===== src/rtl/mips_pkg.sv =====
// Shared encodings and default widths for the processor memory path.
package mips_pkg;

    localparam int DEF_DW         = 32;
    localparam int DEF_AW         = 32;
    localparam int DEF_LATENCY    = 2;
    localparam int DEF_STREAK_MAX = 3;
    localparam int CNT_W          = 4;

    typedef enum logic [1:0] {
        S_IDLE = 2'd0,
        S_BUSY = 2'd1,
        S_DONE = 2'd2
    } arb_state_t;

    typedef enum logic {
        OWN_IF = 1'b0,
        OWN_DM = 1'b1
    } owner_t;

endpackage


===== src/rtl/arb_prio.sv =====
// Fetch/data priority select; data wins unless fetch has waited through STREAK_MAX data grants.
module arb_prio
    import mips_pkg::*;
#(
    parameter int STREAK_MAX = DEF_STREAK_MAX
) (
    input  logic clk,
    input  logic rst,
    input  logic i_if_req,
    input  logic i_dm_req,
    input  logic i_grant,
    output logic o_grant_dm
);

    localparam int SW = (STREAK_MAX < 1) ? 1 : $clog2(STREAK_MAX + 1);

    logic [SW-1:0] r_streak;
    logic          w_if_turn;

    assign w_if_turn  = i_if_req && (r_streak == SW'(STREAK_MAX));
    assign o_grant_dm = i_dm_req && !w_if_turn;

    // Only data grants that actually held off a waiting fetch extend the streak.
    always_ff @(posedge clk) begin
        if (!rst) begin
            r_streak <= '0;
        end else if (i_grant) begin
            if (o_grant_dm && i_if_req) begin
                if (r_streak != SW'(STREAK_MAX))
                    r_streak <= r_streak + 1'b1;
            end else begin
                r_streak <= '0;
            end
        end
    end

endmodule


===== src/rtl/mem_arbiter.sv =====
// Shares one single-port memory between instruction fetch and the data stage.
module mem_arbiter
    import mips_pkg::*;
#(
    parameter int DW         = DEF_DW,
    parameter int AW         = DEF_AW,
    parameter int LATENCY    = DEF_LATENCY,
    parameter int STREAK_MAX = DEF_STREAK_MAX
) (
    input  logic          clk,
    input  logic          rst,
    input  logic          if_req,
    input  logic [AW-1:0] if_addr,
    input  logic          dm_req,
    input  logic          dm_we,
    input  logic [AW-1:0] dm_addr,
    input  logic [DW-1:0] dm_wdata,
    output logic [DW-1:0] if_rdata,
    output logic          if_valid,
    output logic [DW-1:0] dm_rdata,
    output logic          dm_valid,
    output logic          if_stall,
    output logic          dm_stall,
    output logic          mem_en,
    output logic          mem_we,
    output logic [AW-1:0] mem_addr,
    output logic [DW-1:0] mem_wdata,
    input  logic [DW-1:0] mem_rdata
);

    arb_state_t       r_state, w_state_nxt;
    owner_t           r_owner;
    logic [CNT_W-1:0] r_cnt;
    logic [AW-1:0]    r_addr;
    logic [DW-1:0]    r_wdata;
    logic             r_we;
    logic [DW-1:0]    r_if_rdata, r_dm_rdata;
    logic             r_if_valid, r_dm_valid;
    logic             w_grant, w_grant_dm;

    arb_prio #(.STREAK_MAX(STREAK_MAX)) u_prio (
        .clk       (clk),
        .rst       (rst),
        .i_if_req  (if_req),
        .i_dm_req  (dm_req),
        .i_grant   (w_grant),
        .o_grant_dm(w_grant_dm)
    );

    always_ff @(posedge clk) begin
        if (!rst) r_state <= S_IDLE;
        else      r_state <= w_state_nxt;
    end

    always_comb begin
        w_state_nxt = r_state;
        w_grant     = 1'b0;
        case (r_state)
            S_IDLE: if (if_req || dm_req) begin
                w_grant     = 1'b1;
                w_state_nxt = S_BUSY;
            end
            S_BUSY: if (r_cnt == '0) w_state_nxt = S_DONE;
            S_DONE: w_state_nxt = S_IDLE;
            default: w_state_nxt = S_IDLE;
        endcase
    end

    always_ff @(posedge clk) begin
        if (!rst) begin
            r_owner    <= OWN_IF;
            r_cnt      <= '0;
            r_addr     <= '0;
            r_wdata    <= '0;
            r_we       <= 1'b0;
            r_if_rdata <= '0;
            r_dm_rdata <= '0;
            r_if_valid <= 1'b0;
            r_dm_valid <= 1'b0;
        end else begin
            r_if_valid <= 1'b0;
            r_dm_valid <= 1'b0;
            if (w_grant) begin
                r_owner <= w_grant_dm ? OWN_DM : OWN_IF;
                r_addr  <= w_grant_dm ? dm_addr : if_addr;
                r_we    <= w_grant_dm && dm_we;
                r_wdata <= w_grant_dm ? dm_wdata : '0;
                r_cnt   <= CNT_W'(LATENCY - 1);
            end else if (r_state == S_BUSY) begin
                if (r_cnt == '0) begin
                    // Valid registers are set on the way into DONE so they are high exactly there.
                    if (r_owner == OWN_IF) begin
                        r_if_rdata <= mem_rdata;
                        r_if_valid <= 1'b1;
                    end else begin
                        if (!r_we) r_dm_rdata <= mem_rdata;
                        r_dm_valid <= 1'b1;
                    end
                end else begin
                    r_cnt <= r_cnt - 1'b1;
                end
            end
        end
    end

    assign mem_en    = (r_state == S_BUSY);
    assign mem_we    = (r_state == S_BUSY) && r_we;
    assign mem_addr  = r_addr;
    assign mem_wdata = r_wdata;

    assign if_rdata  = r_if_rdata;
    assign dm_rdata  = r_dm_rdata;
    assign if_valid  = r_if_valid;
    assign dm_valid  = r_dm_valid;
    assign if_stall  = if_req && !r_if_valid;
    assign dm_stall  = dm_req && !r_dm_valid;

endmodule


===== config.mk =====
export PLATFORM = sky130hd
export DESIGN_NAME = mem_arbiter
export DESIGN_NICKNAME = d
export VERILOG_FILES = /design/src/rtl/mips_pkg.sv /design/src/rtl/arb_prio.sv /design/src/rtl/mem_arbiter.sv
export SDC_FILE = /design/constraint.sdc
export NUM_CORES = 1
export LEC_CHECK = 0
export CORE_MARGIN = 5
export CORE_UTILIZATION = 40
export DETAILED_ROUTE_END_ITERATION = 8
export PLACE_DENSITY = 0.84
export RECOVER_POWER = 25
export SLEW_MARGIN = 25
export SYNTH_ARGS = -nofsm -noshare
export SYNTH_HDL_FRONTEND = slang
export SYNTH_SLANG_ARGS = --single-unit

===== constraint.sdc =====
create_clock -name clk -period 2.6 [get_ports clk]
set_clock_uncertainty 0.15 [all_clocks]
set_input_delay 0.78 -clock clk [delete_from_list [all_inputs] [get_ports clk]]
set_output_delay 0.78 -clock clk [all_outputs]
set_load 0.02 [all_outputs]

==> flow_summary.yaml, run 1 <==
clock_network:
  cts_buffers: 17
  ctsHoldBuffers: 0
  ctsLongestPathBuffers: 2
  htree_num_levels: 4
  clock-root-buffer: "clkbuf_16"
  ctsResizeCount: 9
  cts.sinks: 140
  cts_tree: "done"
  clk_pin_slew_ns: 0.06
  cts_setup_buffers: 0
  clock_latency_ns: 0.41
final_layout:
  fin_cells: 995
  final_layout_size_suffix_gt1_share_pct: 7.082
  syn_to_final_growth_pct: 64.58
  final_area_sq_um: 8731
  n_antenna_cell: 0
  layout.nets: 942
  finalCoreUtilization_pct: 66.46
synthesis:
  netlist_area_sq_um: 5305
  synth-seq-cells: 140
  yosys-top-cells-count: "160 x nand2_1, 140 x dfxtp_1, 64 x mux2i_1"
  synthDominantCellAreaShare_pct: 52.83
  synth_cell_type_count: 37
  synth_nets: 686
  avgSynthCellArea_sq_um: 9.628
  synthTopCellsByArea: "dfxtp_1 53%, mux2i_1 12%, nand2_1 11%"
  synth.largest_area_cell: "dfxtp_1"
  yosysSeqAreaShare_pct: 52.83
  synthMostInstantiatedCell: "nand2_1"
  synth_edf_count: 0
  async_flop_share_pct: 0
  ys_warn_count: 0
  syn-instance-count: 551
  yosys_most_used_dff: "dfxtp_1"
global_routing:
  overflow: 0
  grt.total_usage_pct: 21.43
  grt_max_degree: 69
  grt_most_used_layer: "met2"
  use_met2_pct: 36.73
  grt_pass1_wl_mm: 27.32
  met3_usage_pct: 12.75
  use_met1_pct: 22.11
  grt_antenna_before_repair: 0
  grt_pass1_vias: 5362
routing:
  via_per_inst: 5.155
  remaining_drc_errors: 0
  ant_nets: 0
  first_pass_iters: 5
  vias: 5129
  avgRoutedWirePerCell_um: 17.19
  finalWirelength_mm: 17.10
  drt_iter0_drc: 248
power:
  max-vdd-ir-drop_mv: 0.4308
  pwr_density_cell_nw_per_um2: 691.6
  leakage_nw: 3.518
critical_path:
  crit_slowest_cell: "clkdlybuf4s50_1"
  cp_slowest_stage_delay_ns: 0.49
  path_delay_family: "buffers and inverters"
  required_ns: 1.67
  start_kind: "primary input"
  rr_startpoint: "r_cnt[0]"
  crit_chain: "clkdlybuf4s50_1, nor2b_1, buf_2"
  crit_fanout: 2
  critPathLaunch: "if_req"
  critical_path_class: "in -> out"
  cp-end-kind: "primary output"
  cp.arrival_ns: 1.57
  crit_buf_inv: 2
hold_path:
  holdCritPathClass: "reg -> reg"
  min_from: "if_rdata[28]"
die:
  rows: 42
  initial_core_util_pct: 40.38
  dieHeight_um: 125.2
  core-area_sq_um: 13140
  io_pins: 267
  die-area_sq_um: 15670
  die_x_um: 125.2
placed_design:
  pre_cts_ws_ns: -0.3410
  hpwl_mm: 12.69
  port_buffers: 266
  place_area_sq_um: 8208
  routabilityCongestion: 0.8101
  place_inst: 964
sta:
  whs_ns: 0.3043
  hold_viol: 0
  setup-violations-final: 0
  period_needed_ns: 2.497
  rsz0062_at_grt: "false"
  fin_crit_sh_pct: 96.05
  relSlewSlack_pct: 27.10
  drv_slew: 0
  clock.fmax_ghz: 0.4004
  worst_pin_slew_ns: 1.094
  setup_slack_ns: 0.1028
job:
  drv_cap: 0
run_status:
  status: "complete, no violations"
[flip-flops by register name, summed over array words and instances, names as in the netlist, 2 cells and up]
name / cells
dm_rdata: 32
if_rdata: 32
mem_addr: 32
mem_wdata: 32
r_cnt: 4
r_state: 2
u_prio.r_streak: 2
[worst paths after layout]
| check | depth (start not counted) | endpoint | slack (ns) |
|---|---|---|---|
| max reg2reg | 6 | dm_rdata[19] | 0.16 |
| max | 3 | if_stall | 0.10 |
| min | 2 | if_rdata[28] | 0.30 |
| min reg2reg | 2 | if_rdata[28] | 0.30 |
[worst register-to-register path, cell delays in order (launching register included)]
cell,delay [ns]
dfxtp_1,0.34
inv_1,0.07
ha_1,0.16
nor3b_1,0.44
nand4b_2,0.15
clkbuf_2,0.63
mux2i_1,0.41
[through the flow]
step	setup TNS, ns	power (W)
floorplan	0	0.003108
global placement	-0.6774	0.003757
detailed placement	-2.105	0.003800
CTS	0	0.006121
global route	0	0.006303
finish	0	0.006038
[layout by cell type, fill, tap and decap left out, types with 2 or more instances in the layout]
cell type,count
buf_2,3
buf_12,7
ha_1,2
clkdlybuf4s50_1,261
clkbuf_8,4
nor3_1,2
buf_4,9
mux2i_1,64
a21o_1,2
a21oi_1,36
a22o_1,34
dfxtp_1,140
a311oi_1,32
or4_1,2
clkbuf_16,17
clkinvlp_4,5
inv_1,4
and2_0,2
nand2_1,160
a211oi_1,2
nor2b_1,2
o21ai_0,2
clkinv_2,3
[cell families after synthesis]
family / Yosys count / share of synthesized area (%)
mux: 65 / 12.29
buf+inv: 52 / 4.505
fa+ha+maj: 2 / 0.4716
flops: 140 / 52.83
compound gates: 112 / 15.83
simple gates: 180 / 14.08
[final cells by class]
class / count / area [sq um]
clock inverter: 10 / 91.34
inverter: 5 / 18.77
fill: 1005 / 4407
timing repair buffer: 284 / 2867
sequential: 140 / 2803
tap: 176 / 220.2
multi-input combinational: 359 / 2251
clock buffer: 21 / 480.5
[power breakdown]
| group | switching (W) | internal [W] |
|---|---|---|
| Sequential | 0.000103 | 0.00232 |
| Clock | 0.000894 | 0.00141 |
| Combinational | 0.000643 | 0.000669 |
[routing by layer]
| metal | wire, um | vias up |
|---|---|---|
| li1 | - | 2447 |
| met1 | 6319 | 2391 |
| met2 | 8312 | 263 |
| met3 | 2186 | 28 |
| met4 | 283 | 0 |
| met5 | 0 | - |
Power figures use the tool's default switching activity.
==> inputs of run 2 (changes only) <==
- REMOVE_ABC_BUFFERS: not set -> 1
==> flow_summary.yaml, run 2 (synthesis gave the netlist of run 1 again) <==
clock_network:
  clk_pin_slew_ns: 0.06
  ctsLongestPathBuffers: 2
  clock_latency_ns: 0.41
  cts.sinks: 140
  clock-root-buffer: "clkbuf_16"
  cts_tree: "done"
  htree_num_levels: 4
  cts_buffers: 17
  cts_setup_buffers: 0
  ctsHoldBuffers: 0
global_routing:
  grt_antenna_before_repair: 1
  grt_pass1_vias: 5188
  grt.total_usage_pct: 20.68
  grt_max_degree: 98
  grt_pass1_wl_mm: 26.52
  overflow: 0
sta:
  worst_pin_slew_ns: 1.136
  relSlewSlack_pct: 24.29
  rsz0062_at_grt: "false"
  period_needed_ns: 2.540
  drv_slew: 0
  clock.fmax_ghz: 0.3938
  tns_ns: 0
  setup_slack_ns: 0.06038
  hold_viol: 0
  setup-violations-final: 0
  fin_crit_sh_pct: 97.68
critical_path:
  start_kind: "primary input"
  rr_startpoint: "r_cnt[0]"
  cp-end-kind: "primary output"
  r2r_slack_ns: 0.20
  critical_path_class: "in -> out"
  ff2ff_path_depth: 6
  cp.arrival_ns: 1.61
  required_ns: 1.67
  r2r-end: "dm_rdata[8]"
  crit_fanout: 2
routing:
  finalWirelength_mm: 16.55
  via_per_inst: 5.045
  first_pass_iters: 5
  remaining_drc_errors: 0
  ant_nets: 0
  drt_iter0_drc: 235
  vias: 5020
  avgRoutedWirePerCell_um: 16.63
power:
  leakage_nw: 3.502
  total_power_w: 0.005917
  pwr_density_cell_nw_per_um2: 682.3
  max-vdd-ir-drop_mv: 0.5266
hold_path:
  holdCritPathClass: "reg -> reg"
  hold_end: "if_rdata[27]"
  min_from: "if_rdata[27]"
  hold_depth: 2
die:
  initial_core_util_pct: 40.38
  die-area_sq_um: 15670
  dieHeight_um: 125.2
  core-area_sq_um: 13140
  rows: 42
  io_pins: 267
  die_x_um: 125.2
placed_design:
  routabilityCongestion: 0.8111
  hpwl_mm: 12.01
  pre_cts_ws_ns: -0.4327
  port_buffers: 266
final_layout:
  layout.nets: 940
  final_cell_mix: "260 x clkdlybuf4s50_1, 160 x nand2_1, 140 x dfxtp_1"
  final_layout_size_suffix_gt1_share_pct: 6.968
  syn_to_final_growth_pct: 63.47
  final_common_cell: "clkdlybuf4s50_1"
job:
  drv_cap: 0
run_status:
  status: "complete, no violations"
-- run 2: repair_timing --
item                       4_1_cts  5_1_grt
hold endpoints to repair         0        0
pin swaps                        0        0
setup endpoints to repair        4        1
gates resized for setup         10        2
-- run 2: area by class of cell --
class                      instances  area [sq um]
sequential                       140          2803
fill                            1011          4466
inverter                           5         18.77
antenna                            1         2.502
tap                              176         220.2
clock buffer                      19         452.9
multi-input combinational        359          2255
timing repair buffer             282          2826
clock inverter                    13         93.84
-- run 2: report_power, final --
| group | internal, W | switching (W) | total [W] | leakage (nW) |
|---|---|---|---|---|
| logic | 0.000662 | 0.000640 | 0.00130 | 2.10 |
| registers | 0.00232 | 0.0000989 | 0.00242 | 1.14 |
| clock network | 0.00127 | 0.000924 | 0.00219 | 0.262 |
| total | 0.00425 | 0.00166 | 0.00592 | 3.50 |
-- run 2: critical path: stages --
cell and delay [ns]:
clkdlybuf4s50_1 0.51, nor2b_1 0.14, buf_2 0.18
-- run 2: stage by stage --
step           cell area [sq um]  hold slack, ns  instances  util (%)
2_1_floorplan               5085          0.3036        504         -
3_3_place_gp                8160          0.2916        962     62.11
3_5_place_dp                8160          0.2968        962     62.11
4_1_cts                     8695          0.3094        994     66.18
5_1_grt                     8672          0.3336        995     66.01
6_report                    8672          0.3063        995     66.01
-- run 2: worst max path at each step --
stage,start,end,depth (start not counted)
finish,if_req,if_stall,3
CTS,dm_req,dm_stall,3
floorplan,r_state[1],u_prio.r_streak[0],3
detailed placement,dm_req,dm_stall,3
global placement,if_req,if_stall,3
global route,r_cnt[0],dm_rdata[30],6
-- run 2: routing by layer --
metal	vias to the layer above	track usage, %	share of wire (%)
met2	217	35.18	50
met3	39	8.401	8.9
met5	-	0	0
met4	0	9.566	3.1
met1	2330	22.58	38
li1	2434	-	-
